==> config.mk <==
export PLATFORM = sky130hd
export DESIGN_NAME = tcu_priv_timer_sched
export DESIGN_NICKNAME = d
export VERILOG_FILES = /design/src/rtl/tcu_priv_timer_sched_pkg.sv /design/src/rtl/tcu_priv_timer_slots.sv /design/src/rtl/tcu_priv_timer_sched.sv
export SDC_FILE = /design/constraint.sdc
export NUM_CORES = 1
export LEC_CHECK = 0
export ABC_AREA = 0
export BUFFER_PORTS_ARGS = -buffer_cell sky130_fd_sc_hd__buf_2
export CAP_MARGIN = 10
export CELL_PAD_IN_SITES_DETAIL_PLACEMENT = 0
export CELL_PAD_IN_SITES_GLOBAL_PLACEMENT = 1
export CORE_MARGIN = 3
export CORE_UTILIZATION = 46
export DETAILED_ROUTE_END_ITERATION = 8
export PLACE_DENSITY = 0.83
export SYNTH_ARGS = -nofsm -noshare
export SYNTH_HDL_FRONTEND = slang
export SYNTH_HIERARCHICAL = 1
export SYNTH_SLANG_ARGS = --single-unit
export TNS_END_PERCENT = 100
==> constraint.sdc <==
create_clock -name clk_i -period 6.7 [get_ports clk_i]
set_input_delay 1.005 -clock clk_i [delete_from_list [all_inputs] [get_ports clk_i]]
set_output_delay 1.005 -clock clk_i [all_outputs]
set_load 0.005 [all_outputs]
==> src/rtl/tcu_priv_timer_sched_pkg.sv <==
// Shared constants and types for the privileged timer scheduler and its countdown timer.
package tcu_priv_timer_sched_pkg;

    localparam int unsigned TIMER_SIZE   = 32;
    localparam int unsigned CLKFREQ_MHZ  = 100;
    localparam int unsigned NUM_SLOTS    = 8;
    localparam int unsigned SLOT_W       = $clog2(NUM_SLOTS);
    localparam int unsigned TIMER_FACTOR = 1000 / CLKFREQ_MHZ;
    // Covers one full scan plus the early-fire tolerance of the countdown timer.
    localparam int unsigned SLACK        = TIMER_FACTOR * (NUM_SLOTS + 4);

    // Value 0 cancels a slot on cfg and stops the countdown timer on program.
    localparam logic [TIMER_SIZE-1:0] VALUE_STOP = '0;

    typedef enum logic [1:0] {
        ST_IDLE    = 2'd0,
        ST_SCAN    = 2'd1,
        ST_PROGRAM = 2'd2,
        ST_FIRE    = 2'd3
    } state_e;

endpackage

==> src/rtl/tcu_priv_timer_slots.sv <==
// Per-slot armed/deadline/pending storage with indexed read and lowest-pending encoder.
module tcu_priv_timer_slots
    import tcu_priv_timer_sched_pkg::*;
(
    input  logic                  clk_i,
    input  logic                  reset_n_i,
    input  logic                  wr_en,
    input  logic [SLOT_W-1:0]     wr_slot,
    input  logic                  wr_arm,
    input  logic [TIMER_SIZE-1:0] wr_deadline,
    input  logic                  exp_en,
    input  logic [SLOT_W-1:0]     exp_slot,
    input  logic                  ack_en,
    input  logic [SLOT_W-1:0]     ack_slot,
    input  logic [SLOT_W-1:0]     rd_slot,
    output logic                  rd_armed_c,
    output logic [TIMER_SIZE-1:0] rd_deadline_c,
    output logic                  pend_any_c,
    output logic [SLOT_W-1:0]     pend_lowest_c
);

    logic [NUM_SLOTS-1:0]  armed_q;
    logic [NUM_SLOTS-1:0]  pending_q;
    logic [NUM_SLOTS-1:0]  pend_rest;
    logic [TIMER_SIZE-1:0] deadline_q [NUM_SLOTS];

    always_ff @(posedge clk_i) begin
        if (!reset_n_i) begin
            armed_q   <= '0;
            pending_q <= '0;
        end else begin
            if (wr_en) armed_q[wr_slot] <= wr_arm;
            if (exp_en) begin
                armed_q[exp_slot]   <= 1'b0;
                pending_q[exp_slot] <= 1'b1;
            end
            if (ack_en) pending_q[ack_slot] <= 1'b0;
        end
    end

    // Deadlines are only meaningful while armed, so they need no reset.
    always_ff @(posedge clk_i) begin
        if (wr_en) deadline_q[wr_slot] <= wr_deadline;
    end

    assign rd_armed_c    = armed_q[rd_slot];
    assign rd_deadline_c = deadline_q[rd_slot];

    // Priority view excludes the slot being acknowledged so the next one is ready at once.
    always_comb begin
        pend_rest = pending_q;
        if (ack_en) pend_rest[ack_slot] = 1'b0;
        pend_lowest_c = '0;
        for (int i = NUM_SLOTS - 1; i >= 0; i--) begin
            if (pend_rest[i]) pend_lowest_c = SLOT_W'(i);
        end
    end

    assign pend_any_c = |pend_rest;

endmodule

==> src/rtl/tcu_priv_timer_sched.sv <==
// Multiplexes per-activity software timers onto the single privileged countdown timer.
module tcu_priv_timer_sched
    import tcu_priv_timer_sched_pkg::*;
#(
    // Time-base reset value; nonzero only to exercise wrap-around.
    parameter logic [TIMER_SIZE-1:0] NOW_INIT = '0
) (
    input  logic                  clk_i,
    input  logic                  reset_n_i,
    input  logic                  cfg_valid_i,
    input  logic [SLOT_W-1:0]     cfg_slot_i,
    input  logic [TIMER_SIZE-1:0] cfg_value_i,
    output logic                  cfg_stall_o,
    output logic                  timer_value_valid_o,
    output logic [TIMER_SIZE-1:0] timer_value_o,
    input  logic                  timer_int_valid_i,
    output logic                  timer_int_stall_o,
    output logic                  irq_valid_o,
    output logic [SLOT_W-1:0]     irq_slot_o,
    input  logic                  irq_stall_i
);

    localparam logic signed [TIMER_SIZE-1:0] SLACK_S = TIMER_SIZE'(SLACK);
    localparam logic [TIMER_SIZE-1:0]        STEP    = TIMER_SIZE'(TIMER_FACTOR);

    state_e                       state_q, state_d;
    logic [TIMER_SIZE-1:0]        now_q;
    logic [SLOT_W-1:0]            scan_q;
    logic                         min_valid_q;
    logic [TIMER_SIZE-1:0]        min_dl_q;

    logic                         cfg_take, int_take, exp_en, ack_en, min_upd, irq_load;
    logic                         rd_armed, pend_any;
    logic [TIMER_SIZE-1:0]        rd_deadline;
    logic [SLOT_W-1:0]            pend_lowest;
    logic signed [TIMER_SIZE-1:0] rem, min_rem;

    // Remaining times are signed so deadlines stay comparable across time-base wrap.
    assign rem     = $signed(rd_deadline - now_q);
    assign min_rem = $signed(min_dl_q - now_q);

    tcu_priv_timer_slots u_slots (
        .clk_i         (clk_i),
        .reset_n_i     (reset_n_i),
        .wr_en         (cfg_take),
        .wr_slot       (cfg_slot_i),
        .wr_arm        ((cfg_value_i != VALUE_STOP) && !cfg_value_i[TIMER_SIZE-1]),
        .wr_deadline   (now_q + cfg_value_i),
        .exp_en        (exp_en),
        .exp_slot      (scan_q),
        .ack_en        (ack_en),
        .ack_slot      (irq_slot_o),
        .rd_slot       (scan_q),
        .rd_armed_c    (rd_armed),
        .rd_deadline_c (rd_deadline),
        .pend_any_c    (pend_any),
        .pend_lowest_c (pend_lowest)
    );

    always_comb begin
        state_d  = state_q;
        cfg_take = 1'b0;
        int_take = 1'b0;
        exp_en   = 1'b0;
        ack_en   = 1'b0;
        min_upd  = 1'b0;
        irq_load = 1'b0;
        case (state_q)
            ST_IDLE: begin
                cfg_take = cfg_valid_i && !cfg_stall_o;
                int_take = timer_int_valid_i && !timer_int_stall_o;
                if (cfg_take || int_take) state_d = ST_SCAN;
            end
            ST_SCAN: begin
                if (rd_armed) begin
                    if (rem <= SLACK_S) exp_en = 1'b1;
                    else if (!min_valid_q || (rem < min_rem)) min_upd = 1'b1;
                end
                if (scan_q == SLOT_W'(NUM_SLOTS - 1))
                    state_d = (pend_any || exp_en) ? ST_FIRE : ST_PROGRAM;
            end
            ST_PROGRAM: state_d = ST_IDLE;
            ST_FIRE: begin
                ack_en   = irq_valid_o && !irq_stall_i;
                irq_load = !irq_valid_o || ack_en;
                if (ack_en && !pend_any) state_d = ST_SCAN;
            end
            default: state_d = ST_IDLE;
        endcase
    end

    always_ff @(posedge clk_i) begin
        if (!reset_n_i) begin
            state_q             <= ST_IDLE;
            now_q               <= NOW_INIT;
            scan_q              <= '0;
            min_valid_q         <= 1'b0;
            min_dl_q            <= '0;
            cfg_stall_o         <= 1'b1;
            timer_int_stall_o   <= 1'b1;
            timer_value_valid_o <= 1'b0;
            timer_value_o       <= '0;
            irq_valid_o         <= 1'b0;
            irq_slot_o          <= '0;
        end else begin
            state_q             <= state_d;
            now_q               <= now_q + STEP;
            cfg_stall_o         <= (state_d != ST_IDLE);
            timer_int_stall_o   <= (state_d != ST_IDLE);
            timer_value_valid_o <= (state_q == ST_PROGRAM);
            scan_q              <= (state_q == ST_SCAN) ? scan_q + SLOT_W'(1) : '0;
            // Program value is relative to the time base of the cycle the strobe is seen.
            if (state_q == ST_PROGRAM)
                timer_value_o <= min_valid_q ? min_dl_q - (now_q + STEP) : VALUE_STOP;
            if ((state_q != ST_SCAN) && (state_d == ST_SCAN)) begin
                min_valid_q <= 1'b0;
            end else if (min_upd) begin
                min_valid_q <= 1'b1;
                min_dl_q    <= rd_deadline;
            end
            if (irq_load) begin
                irq_valid_o <= pend_any;
                if (pend_any) irq_slot_o <= pend_lowest;
            end
        end
    end

endmodule
==> results.py, run 1 <==
metrics = {
    "detailed_routing": {
        "ant_nets": 0,
        "drt-total-wl_um": 52900,
        "avgRoutedWirePerCell_um": 20.4,
        "route.vias.total": 15000,
        "vias_per_cell": 5.80,
        "drt_iter0_drc": 1315,
        "drcViolationCount": 0,
        "dr.pass1.iters": 5,
    },
    "outcome": {
        "status": "completed",
    },
    "grt": {
        "antenna_found_initial": 1,
        "grt_pass1_wl_um": 81600,
        "grt_usage": 0.218,
        "grt_max_degree": 63,
        "grt_overflow_total": 0,
        "first_global_vias": 14700,
    },
    "synth": {
        "ys_ff_latch": 379,
        "synthesis.area_um2": 21200,
        "synth.distinct_cells": 81,
        "syn_nets": 2048,
        "yosysSeqAreaShare": 0.479,
        "ys_warn_count": 6,
        "synth_top_area_share": 0.362,
        "synth_top_area_cell": "edfxtp_1",
        "synth_edf_count": 256,
        "synth_top_flop_cell": "edfxtp_1",
        "synth_area_leaders": "edfxtp_1, dfxtp_1, ha_1",
        "avgSynthCellArea_um2": 11.5,
        "synthArstFlopShare": 0,
        "synth_cells": 1851,
    },
    "placement": {
        "hpwl_um": 37700,
        "gp_congestion": 0.942,
        "io_buffers": 78,
        "post-place-cells": 2512,
    },
    "clock_network": {
        "htree_levels": 2,
        "cts_sinks": 379,
        "clock-root-buffer": "clkbuf_16",
        "path_clk_slew_ns": 0.06,
        "worstSkewPairLatency_ns": 0.56,
        "cts_buffers": 41,
        "clockBufferDepth": 3,
        "cts_tree": "done",
        "hold_buffers": 0,
    },
    "finish": {
        "final_layout_size_suffix_gt1_frac": 0.168,
        "area_growth_pct": 13.0,
        "nNetsFinal": 2158,
        "fin_cells": 2592,
        "n_antenna_cell": 0,
    },
    "power": {
        "peakVddDrop_mv": 0.146,
        "pwr_density_cell_nw_per_um2": 229,
        "total_power_mw": 5.49,
        "leakagePower_nw": 9.05,
    },
    "timing": {
        "setup_viol": 0,
        "finalClockSkew_ns": 0.0231,
        "maxSlewHeadroom": 0.268,
        "report.final.slew_viol_count": 0,
        "final.setup.tns_ns": 0,
        "min_period_over_period": 0.966,
        "fmaxAchievable_mhz": 154,
        "period_minus_slack_ns": 6.48,
        "hold_violations": 0,
        "tightestPinTransition_ns": 1.10,
    },
    "worst_setup_path": {
        "worstPathRequired_ns": 7.18,
        "crit_type": "flop to flop",
        "crit_path_max_fanout": 13,
        "critPathSlowestCell": "mux4_2",
        "endpoint_kind": "flop",
        "cpPeakStageDelay_ns": 0.50,
        "arrival_ns": 6.96,
        "startpoint_type": "flop",
    },
    "floorplan": {
        "core-area_um2": 45500,
        "start_util": 0.466,
        "die_x_um": 221,
        "die_y_um": 221,
        "io_pins": 79,
        "placementRows": 78,
        "dieArea_um2": 48700,
    },
    "flow_run": {
        "cap_violations": 0,
    },
    "min_path": {
        "min_path_type": "flop to flop",
    },
}
[flip-flops by register name, indices dropped and copies added, names as in the netlist]
signal,cells
u_slots/deadline_q,256
min_dl_q,32
timer_value_o,32
now_q,31
u_slots/armed_q,8
u_slots/pending_q,8
irq_slot_o,3
scan_q,3
state_q,2
irq_valid_o,1
min_valid_q,1
timer_int_stall_o,1
timer_value_valid_o,1
[Yosys cell counts (8+ instances only)]
cell type / instances
a21oi_1: 113
buf_2: 12
ha_1: 153
mux2i_1: 45
clkbuf_1: 32
inv_1: 86
dfxtp_1: 123
a21boi_0: 8
xor2_1: 40
nor2_1: 141
nand2b_1: 31
mux4_2: 66
nor3b_1: 14
a31oi_1: 11
and3_1: 16
nand2_1: 151
o21ai_0: 74
nor4_1: 12
a211oi_1: 13
a21o_1: 50
xnor2_1: 84
a22oi_1: 15
nor2b_1: 19
nand3_1: 40
buf_6: 9
nor3_1: 32
edfxtp_1: 256
mux2_2: 36
o21a_1: 17
nand4_1: 20
o21bai_1: 13
[power breakdown]
group | internal [mW] | switching (mW) | total, mW
clock | 1.29 | 0.953 | 2.24
combinational | 0.289 | 0.406 | 0.695
sequential | 2.55 | 0.0120 | 2.56
total | 4.12 | 1.37 | 5.49
[cells by family (layout without fill, tap and decap cells)]
family	Yosys count	after routing	share of synthesized area
flops	379	379	0.479
mux	148	148	0.111
fa+ha+maj	158	158	0.0945
compound gates	390	390	0.121
simple gates	509	509	0.114
xor+xnor	124	124	0.0512
buf+inv	143	284	0.0294
[metal layers]
metal | global-route usage | part of all wire | up-vias | wire length (um)
met1 | 0.314 | 0.46 | 7326 | 24100
met4 | 0.0708 | 0.029 | 2 | 1530
met5 | 0 | 0.00019 | - | 10
met3 | 0.0282 | 0.063 | 87 | 3360
li1 | - | - | 7183 | -
met2 | 0.343 | 0.45 | 426 | 23900
[layout by cell type, fill, tap and decap left out, types with 7 or more instances in the layout]
cell and instances:
nor3_1 30, nor4_1 12, mux4_2 66, mux2i_1 45, a22oi_1 15, nand2b_1 31, clkinv_2 7, nor2_1 135
o21ai_0 73, xor2_1 40, ha_1 151, o21bai_1 13, a31oi_1 9, nand2_1 151, and3_1 16, buf_2 78
o21a_1 17, buf_4 35, a211oi_1 12, inv_1 86, nand4_1 20, a21oi_1 109, mux2_2 36, a21boi_0 8
dfxtp_1 120, a21o_1 50, nor2b_1 19, nor3b_1 14, edfxtp_1 256, clkbuf_16 43, xnor2_1 83, nand3_1 40
[path summary, 6_finish.rpt]
check	start	end	slack (ns)	depth (start not counted)
min reg2reg	timer_value_o[0]$_SDFFE_PN0P_	timer_value_o[0]$_SDFFE_PN0P_	0.45	2
min	timer_value_o[0]$_SDFFE_PN0P_	timer_value_o[0]$_SDFFE_PN0P_	0.45	2
max reg2reg	scan_q[0]$_SDFF_PN0_	min_dl_q[25]$_SDFFE_PN0P_	0.22	29
max	scan_q[0]$_SDFF_PN0_	min_dl_q[25]$_SDFFE_PN0P_	0.22	29
[through the flow]
stage	utilization	setup slack [ns]	instance area (um2)	hold slack, ns
after floorplan	-	0.298	21200	0.435
after global placement	0.495	0.173	22500	0.431
after detailed placement	0.495	0.0557	22500	0.437
after CTS	0.524	0.0483	23800	0.448
after global routing	0.527	-0.0180	24000	0.465
final	0.527	0.225	24000	0.448
[worst max-delay path, delay by kind of cell, from the launching register on]
family                   cells  cell delay, ns
multiplexers                 4            1.39
AND/OR/NAND/NOR              5            0.57
XOR/XNOR                     1            0.16
adder cells (fa/ha/maj)      4            1.09
buffers and inverters        5            0.68
AO/OA/AOI/OAI               10            2.07
flip-flops                   1            0.42
[repair_timing]
item                                    CTS  global route
resized for setup                         0            17
buffers inserted                          0             4
hold endpoints to repair                  0             0
endpoints found under the setup margin    0            32
[area by class of cell]
cell class	count	area, um2
clock inverters	30	284
repair buffers	123	862
well taps	600	751
inverters	87	327
fillers	3928	21500
clock buffers	44	1040
multi-input cells	1329	10600
flip-flops and latches	379	10200
Power figures use the tool's default switching activity.
==> run 2: changes to the inputs <==
==> constraint.sdc (replaced) <==
create_clock -name clk_i -period 6.7 [get_ports clk_i]
set_input_delay 0 -clock clk_i [delete_from_list [all_inputs] [get_ports clk_i]]
set_output_delay 0 -clock clk_i [all_outputs]
set_load 0.005 [all_outputs]
==> run 2 against run 1 <==
Effect of this change: combinational power rose by 0.6%; sequential power barely moved; total power barely moved; die area did not move; critical path type unchanged; sequential share of layout area fell by 0.12 points; first-iteration DRC count rose by 5.6%; maximum frequency barely moved; utilization rose by 0.15 points; worst setup slack improved by 0.00083 ns; highest routed layer unchanged.
==> results.py, run 2 (synthesized netlist as in run 1, its figures left out) <==
metrics = {
    "flow_run": {
        "cap_violations": 0,
    },
    "floorplan": {
        "die_y_um": 221,
        "dieArea_um2": 48700,
        "start_util": 0.466,
        "io_pins": 79,
        "die_x_um": 221,
        "core-area_um2": 45500,
        "placementRows": 78,
    },
    "power": {
        "total_power_mw": 5.50,
        "pwr_density_cell_nw_per_um2": 229,
        "peakVddDrop_mv": 0.147,
        "leakagePower_nw": 9.08,
    },
    "detailed_routing": {
        "drt-total-wl_um": 53000,
        "drcViolationCount": 0,
        "ant_nets": 0,
        "avgRoutedWirePerCell_um": 20.4,
        "route.vias.total": 15100,
        "dr.pass1.iters": 5,
        "drt_iter0_drc": 1389,
        "vias_per_cell": 5.81,
    },
    "grt": {
        "use_met2": 0.344,
        "use_met1": 0.314,
        "grt_overflow_total": 0,
        "grt_usage": 0.218,
        "antenna_found_initial": 1,
        "grt_max_degree": 63,
        "first_global_vias": 14700,
        "busiest_layer": "met2",
        "grt_pass1_wl_um": 81700,
        "grt_use_met3": 0.0282,
    },
    "timing": {
        "fmaxAchievable_mhz": 154,
        "layout_setup_ws_ns": 0.226,
        "finalClockSkew_ns": 0.0229,
        "maxSlewHeadroom": 0.259,
        "period_minus_slack_ns": 6.47,
        "hold_slack_ns": 0.107,
        "report.final.slew_viol_count": 0,
        "setup_viol": 0,
        "tightestPinTransition_ns": 1.11,
        "min_period_over_period": 0.966,
        "hold_violations": 0,
    },
    "clock_network": {
        "cts_sinks": 379,
        "cts_tree": "done",
        "path_clk_slew_ns": 0.06,
        "clockBufferDepth": 3,
        "worstSkewPairLatency_ns": 0.56,
        "htree_levels": 2,
        "clock-root-buffer": "clkbuf_16",
        "cts_buffers": 41,
    },
    "finish": {
        "final_common_cell": "edfxtp_1",
        "area_growth_pct": 13.4,
        "reg_top3": "u_slots/deadline_q: 256 flops, min_dl_q: 32 flops, timer_value_o: 32 flops",
        "design_area_um2": 24000,
        "register_area_um2": 10200,
        "nNetsFinal": 2165,
        "top_register": "u_slots/deadline_q",
        "multi_input_area_um2": 10600,
        "n_antenna_cell": 0,
        "num-fill-cells": 3919,
        "final_layout_size_suffix_gt1_frac": 0.167,
        "largest_reg_flops": 256,
        "final_cell_mix": "edfxtp_1, nand2_1, ha_1, nor2_1, dfxtp_1",
        "fin_util": 0.529,
    },
    "outcome": {
        "status": "completed",
    },
    "worst_setup_path": {
        "crit_type": "flop to flop",
        "cpPeakStageDelay_ns": 0.50,
        "endpoint_kind": "flop",
        "critPathSlowestCell": "mux4_2",
        "worstPathRequired_ns": 7.18,
        "arrival_ns": 6.96,
        "crit_path_max_fanout": 13,
        "startpoint_type": "flop",
    },
    "placement": {
        "gp_congestion": 0.942,
        "placed_area_um2": 22500,
        "io_buffers": 78,
        "hpwl_um": 37700,
        "pre_cts_ws_ns": 0.0557,
    },
    "min_path": {
        "min_path_type": "input port to flop",
    },
}
==> run 2: critical path, delay by kind of cell, from the launching register on <==
family	cells	cell delay, ns
flip-flops	1	0.42
buffers and inverters	5	0.69
XOR/XNOR	1	0.16
AO/OA/AOI/OAI	10	2.07
adder cells (fa/ha/maj)	4	1.09
AND/OR/NAND/NOR	5	0.57
multiplexers	4	1.39
==> run 2: cell type report <==
cell class              instances  share of cell area
multi-input cells            1329               0.439
clock inverters                30              0.0118
repair buffers                130              0.0388
clock buffers                  44              0.0431
flip-flops and latches        379               0.422
well taps                     600              0.0312
inverters                      87              0.0136
==> run 2: metal layers <==
layer,vias to the layer above,share of wire
met5,-,0.00019
met4,2,0.029
met3,88,0.064
met2,454,0.45
met1,7362,0.46
li1,7192,-
==> run 2: final timing paths <==
| kind | from | endpoint | slack (ns) | cells after the start |
|---|---|---|---|---|
| worst max-delay path | scan_q[0]$_SDFF_PN0_ | min_dl_q[25]$_SDFFE_PN0P_ | 0.23 | 29 |
| worst min-delay path | cfg_value_i[4] | u_slots/deadline_q[4][4]$_DFFE_PP_ | 0.11 | 3 |
| worst max register to register | scan_q[0]$_SDFF_PN0_ | min_dl_q[25]$_SDFFE_PN0P_ | 0.23 | 29 |
| worst min register to register | timer_value_o[31]$_SDFFE_PN0P_ | timer_value_o[31]$_SDFFE_PN0P_ | 0.45 | 2 |
==> run 2: stage by stage <==
step | std cells | TNS [ns]
after floorplan | 1851 | 0
after global placement | 2512 | 0
after detailed placement | 2512 | 0
after CTS | 2593 | 0
after global routing | 2599 | -0.131
final | 2599 | 0
==> run 2: power by group <==
part	leakage (nW)	switching, mW	internal, mW	total [mW]
clock	0.642	0.952	1.29	2.24
sequential	3.30	0.0120	2.55	2.56
combinational	5.13	0.407	0.292	0.699
==> run 2: timing repair <==
action,4_1_cts,5_1_grt
setup buffers,0,4
gates resized for setup,0,16
setup endpoints to repair,0,32
endpoints found under the hold margin,44,0
hold buffers,7,0
==> run 3: changes to the inputs <==
PLACE_DENSITY = default   (was 0.83)
PLACE_DENSITY_LB_ADDON = 0.1   (was default)
==> run 3 against run 2 <==
Effect of this change: count of clock-buffer cells in the layout grew 8; clock power barely moved; via count down 0.95%; final cell count rose by 0.73%; critical path depth down 2; worst setup slack better by 0.098 ns; global-route usage grew 1.0 points; utilization rose by 0.47 points; non-clock buffer count rose by 18; sequential share of layout area shrank 0.37 points; flip-flop and latch count unchanged; critical path type unchanged; largest cell class unchanged.
==> results.py, run 3 (synthesized netlist as in run 1, its figures left out) <==
metrics = {
    "timing": {
        "maxSlewHeadroom": 0.340,
        "setup_viol": 0,
        "layout_setup_ws_ns": 0.323,
        "finalClockSkew_ns": 0.0357,
        "tightestPinTransition_ns": 0.988,
        "min_period_over_period": 0.952,
        "fmaxAchievable_mhz": 157,
        "report.final.slew_viol_count": 0,
        "hold_violations": 0,
        "period_minus_slack_ns": 6.38,
    },
    "clock_network": {
        "htree_levels": 2,
        "clock-root-buffer": "clkbuf_16",
        "cts_tree": "done",
        "clockBufferDepth": 3,
        "cts_sinks": 379,
        "path_clk_slew_ns": 0.05,
        "worstSkewPairLatency_ns": 0.59,
        "cts_buffers": 42,
    },
    "finish": {
        "multi_input_area_um2": 10600,
        "final_layout_size_suffix_gt1_frac": 0.172,
        "n_antenna_cell": 0,
        "fin_cells": 2618,
        "top_register": "u_slots/deadline_q",
        "num-fill-cells": 3998,
        "largest_reg_flops": 256,
        "register_area_um2": 10200,
        "reg_top3": "u_slots/deadline_q: 256 flops, min_dl_q: 32 flops, timer_value_o: 32 flops",
        "final_common_cell": "edfxtp_1",
        "area_growth_pct": 14.4,
        "nNetsFinal": 2184,
        "final_cell_mix": "edfxtp_1, ha_1, nand2_1, nor2_1, dfxtp_1",
    },
    "worst_setup_path": {
        "reg2regPathDepth": 27,
        "timing.rr.end": "min_dl_q[13]$_SDFFE_PN0P_",
        "crit_type": "flop to flop",
        "rr_startpoint": "scan_q[0]$_SDFF_PN0_",
        "r2r_slack_ns": 0.32,
        "startpoint_type": "flop",
        "worstPathRequired_ns": 7.18,
        "crit_path_max_fanout": 13,
        "endpoint_kind": "flop",
        "arrival_ns": 6.86,
    },
    "power": {
        "total_power_mw": 5.55,
        "peakVddDrop_mv": 0.222,
        "pwr_density_cell_nw_per_um2": 229,
        "leakagePower_nw": 9.18,
    },
    "flow_run": {
        "cap_violations": 0,
    },
    "floorplan": {
        "die_x_um": 221,
        "core-area_um2": 45500,
        "placementRows": 78,
        "die_y_um": 221,
        "dieArea_um2": 48700,
        "start_util": 0.466,
        "io_pins": 79,
    },
    "placement": {
        "hpwl_um": 39700,
        "gp_congestion": 0.899,
        "post-place-cells": 2522,
        "io_buffers": 78,
        "pre_cts_ws_ns": 0.0821,
    },
    "detailed_routing": {
        "vias_per_cell": 5.71,
        "route.vias.total": 15000,
        "drt_iter0_drc": 955,
        "drt-total-wl_um": 55400,
        "dr.pass1.iters": 5,
        "drcViolationCount": 0,
        "avgRoutedWirePerCell_um": 21.1,
        "ant_nets": 0,
    },
    "outcome": {
        "status": "completed",
    },
    "grt": {
        "antenna_found_initial": 0,
        "grt_pass1_wl_um": 84500,
        "grt_max_degree": 73,
        "grt_usage": 0.228,
        "first_global_vias": 14600,
        "grt_overflow_total": 0,
    },
    "min_path": {
        "whs_endpoint": "u_slots/deadline_q[7][27]$_DFFE_PP_",
        "min_path_type": "input port to flop",
        "min-delay-start": "cfg_slot_i[2]",
        "whs_path_depth": 3,
    },
}
## run 3: cell count changes in the layout (fill, tap and decap cells not counted), moves of 3 or more
cell	previous run	this run
buf_4	35	48
clkbuf_1	3	9
inv_6	5	0
clkinv_4	4	1
clkinvlp_4	3	6
dlygate4sd3_1	7	10
## run 3: how the worst max path moves through the flow
| stage | from | to | slack (ns) |
|---|---|---|---|
| 6_report | scan_q[0]$_SDFF_PN0_ | min_dl_q[13]$_SDFFE_PN0P_ | 0.32 |
| 5_1_grt | scan_q[0]$_SDFF_PN0_ | min_dl_q[13]$_SDFFE_PN0P_ | -0.007 |
| 4_1_cts | scan_q[0]$_SDFF_PN0_ | min_dl_q[0]$_SDFFE_PN0P_ | 0.07 |
| 3_5_place_dp | scan_q[0]$_SDFF_PN0_ | min_dl_q[16]$_SDFFE_PN0P_ | 0.08 |
| 3_3_place_gp | scan_q[0]$_SDFF_PN0_ | min_dl_q[3]$_SDFFE_PN0P_ | 0.13 |
| 2_1_floorplan | scan_q[0]$_SDFF_PN0_ | min_dl_q[10]$_SDFFE_PN0P_ | 0.30 |
## run 3: final cells by class
cell class / instances / area share
Multi-Input combinational cell: 1329 / 0.436
Clock buffer: 52 / 0.0458
Tap cell: 600 / 0.0310
Sequential cell: 379 / 0.419
Timing Repair Buffer: 148 / 0.0446
Inverter: 87 / 0.0135
Clock inverter: 23 / 0.0100
## run 3: stage by stage
step	hold WS, ns	area, um2	setup TNS (ns)	util
after global placement	0.326	22600	0	0.497
after floorplan	0.0989	21200	0	-
after detailed placement	0.355	22600	0	0.497
after global routing	0.0815	24300	-0.00678	0.533
after CTS	0.0272	24000	0	0.529
final	0.0602	24300	0	0.533
## run 3: timing repair
item	in CTS	in global routing
hold endpoints to repair	40	0
gates resized for setup	0	25
hold buffers	10	0
setup endpoints to repair	0	32
buffers inserted	0	9
## run 3: where the power goes
part	internal (mW)	switching, mW	total (mW)
sequential	2.55	0.0119	2.56
clock	1.30	0.963	2.27
combinational	0.306	0.423	0.729
total	4.16	1.40	5.55
## run 3: per-layer routing
metal  GRT usage  up-vias  routed length [um]
li1            -     7231                   -
met5           0        -                   0
met1       0.343     7312               26900
met3      0.0317       76                2790
met4      0.0740        0                1650
met2       0.343      336               24000
## run 3: critical path, stage by stage, from the launching register on
cell,delay [ns]
dfxtp_4,0.43
buf_8,0.15
clkbuf_16,0.15
mux4_2,0.49
mux2_2,0.32
ha_2,0.33
a2111o_1,0.40
o21ai_2,0.17
nand2_2,0.11
a31oi_4,0.23
o31ai_2,0.12
o31a_1,0.29
a31o_2,0.28
xnor2_2,0.16
inv_1,0.06
ha_1,0.32
nand4_1,0.10
nor2_1,0.06
and3_1,0.21
a21oi_1,0.12
a31oi_1,0.05
maj3_1,0.37
a221oi_2,0.25
mux2_4,0.34
a211oi_4,0.24
buf_4,0.16
buf_12,0.15
mux2i_2,0.22
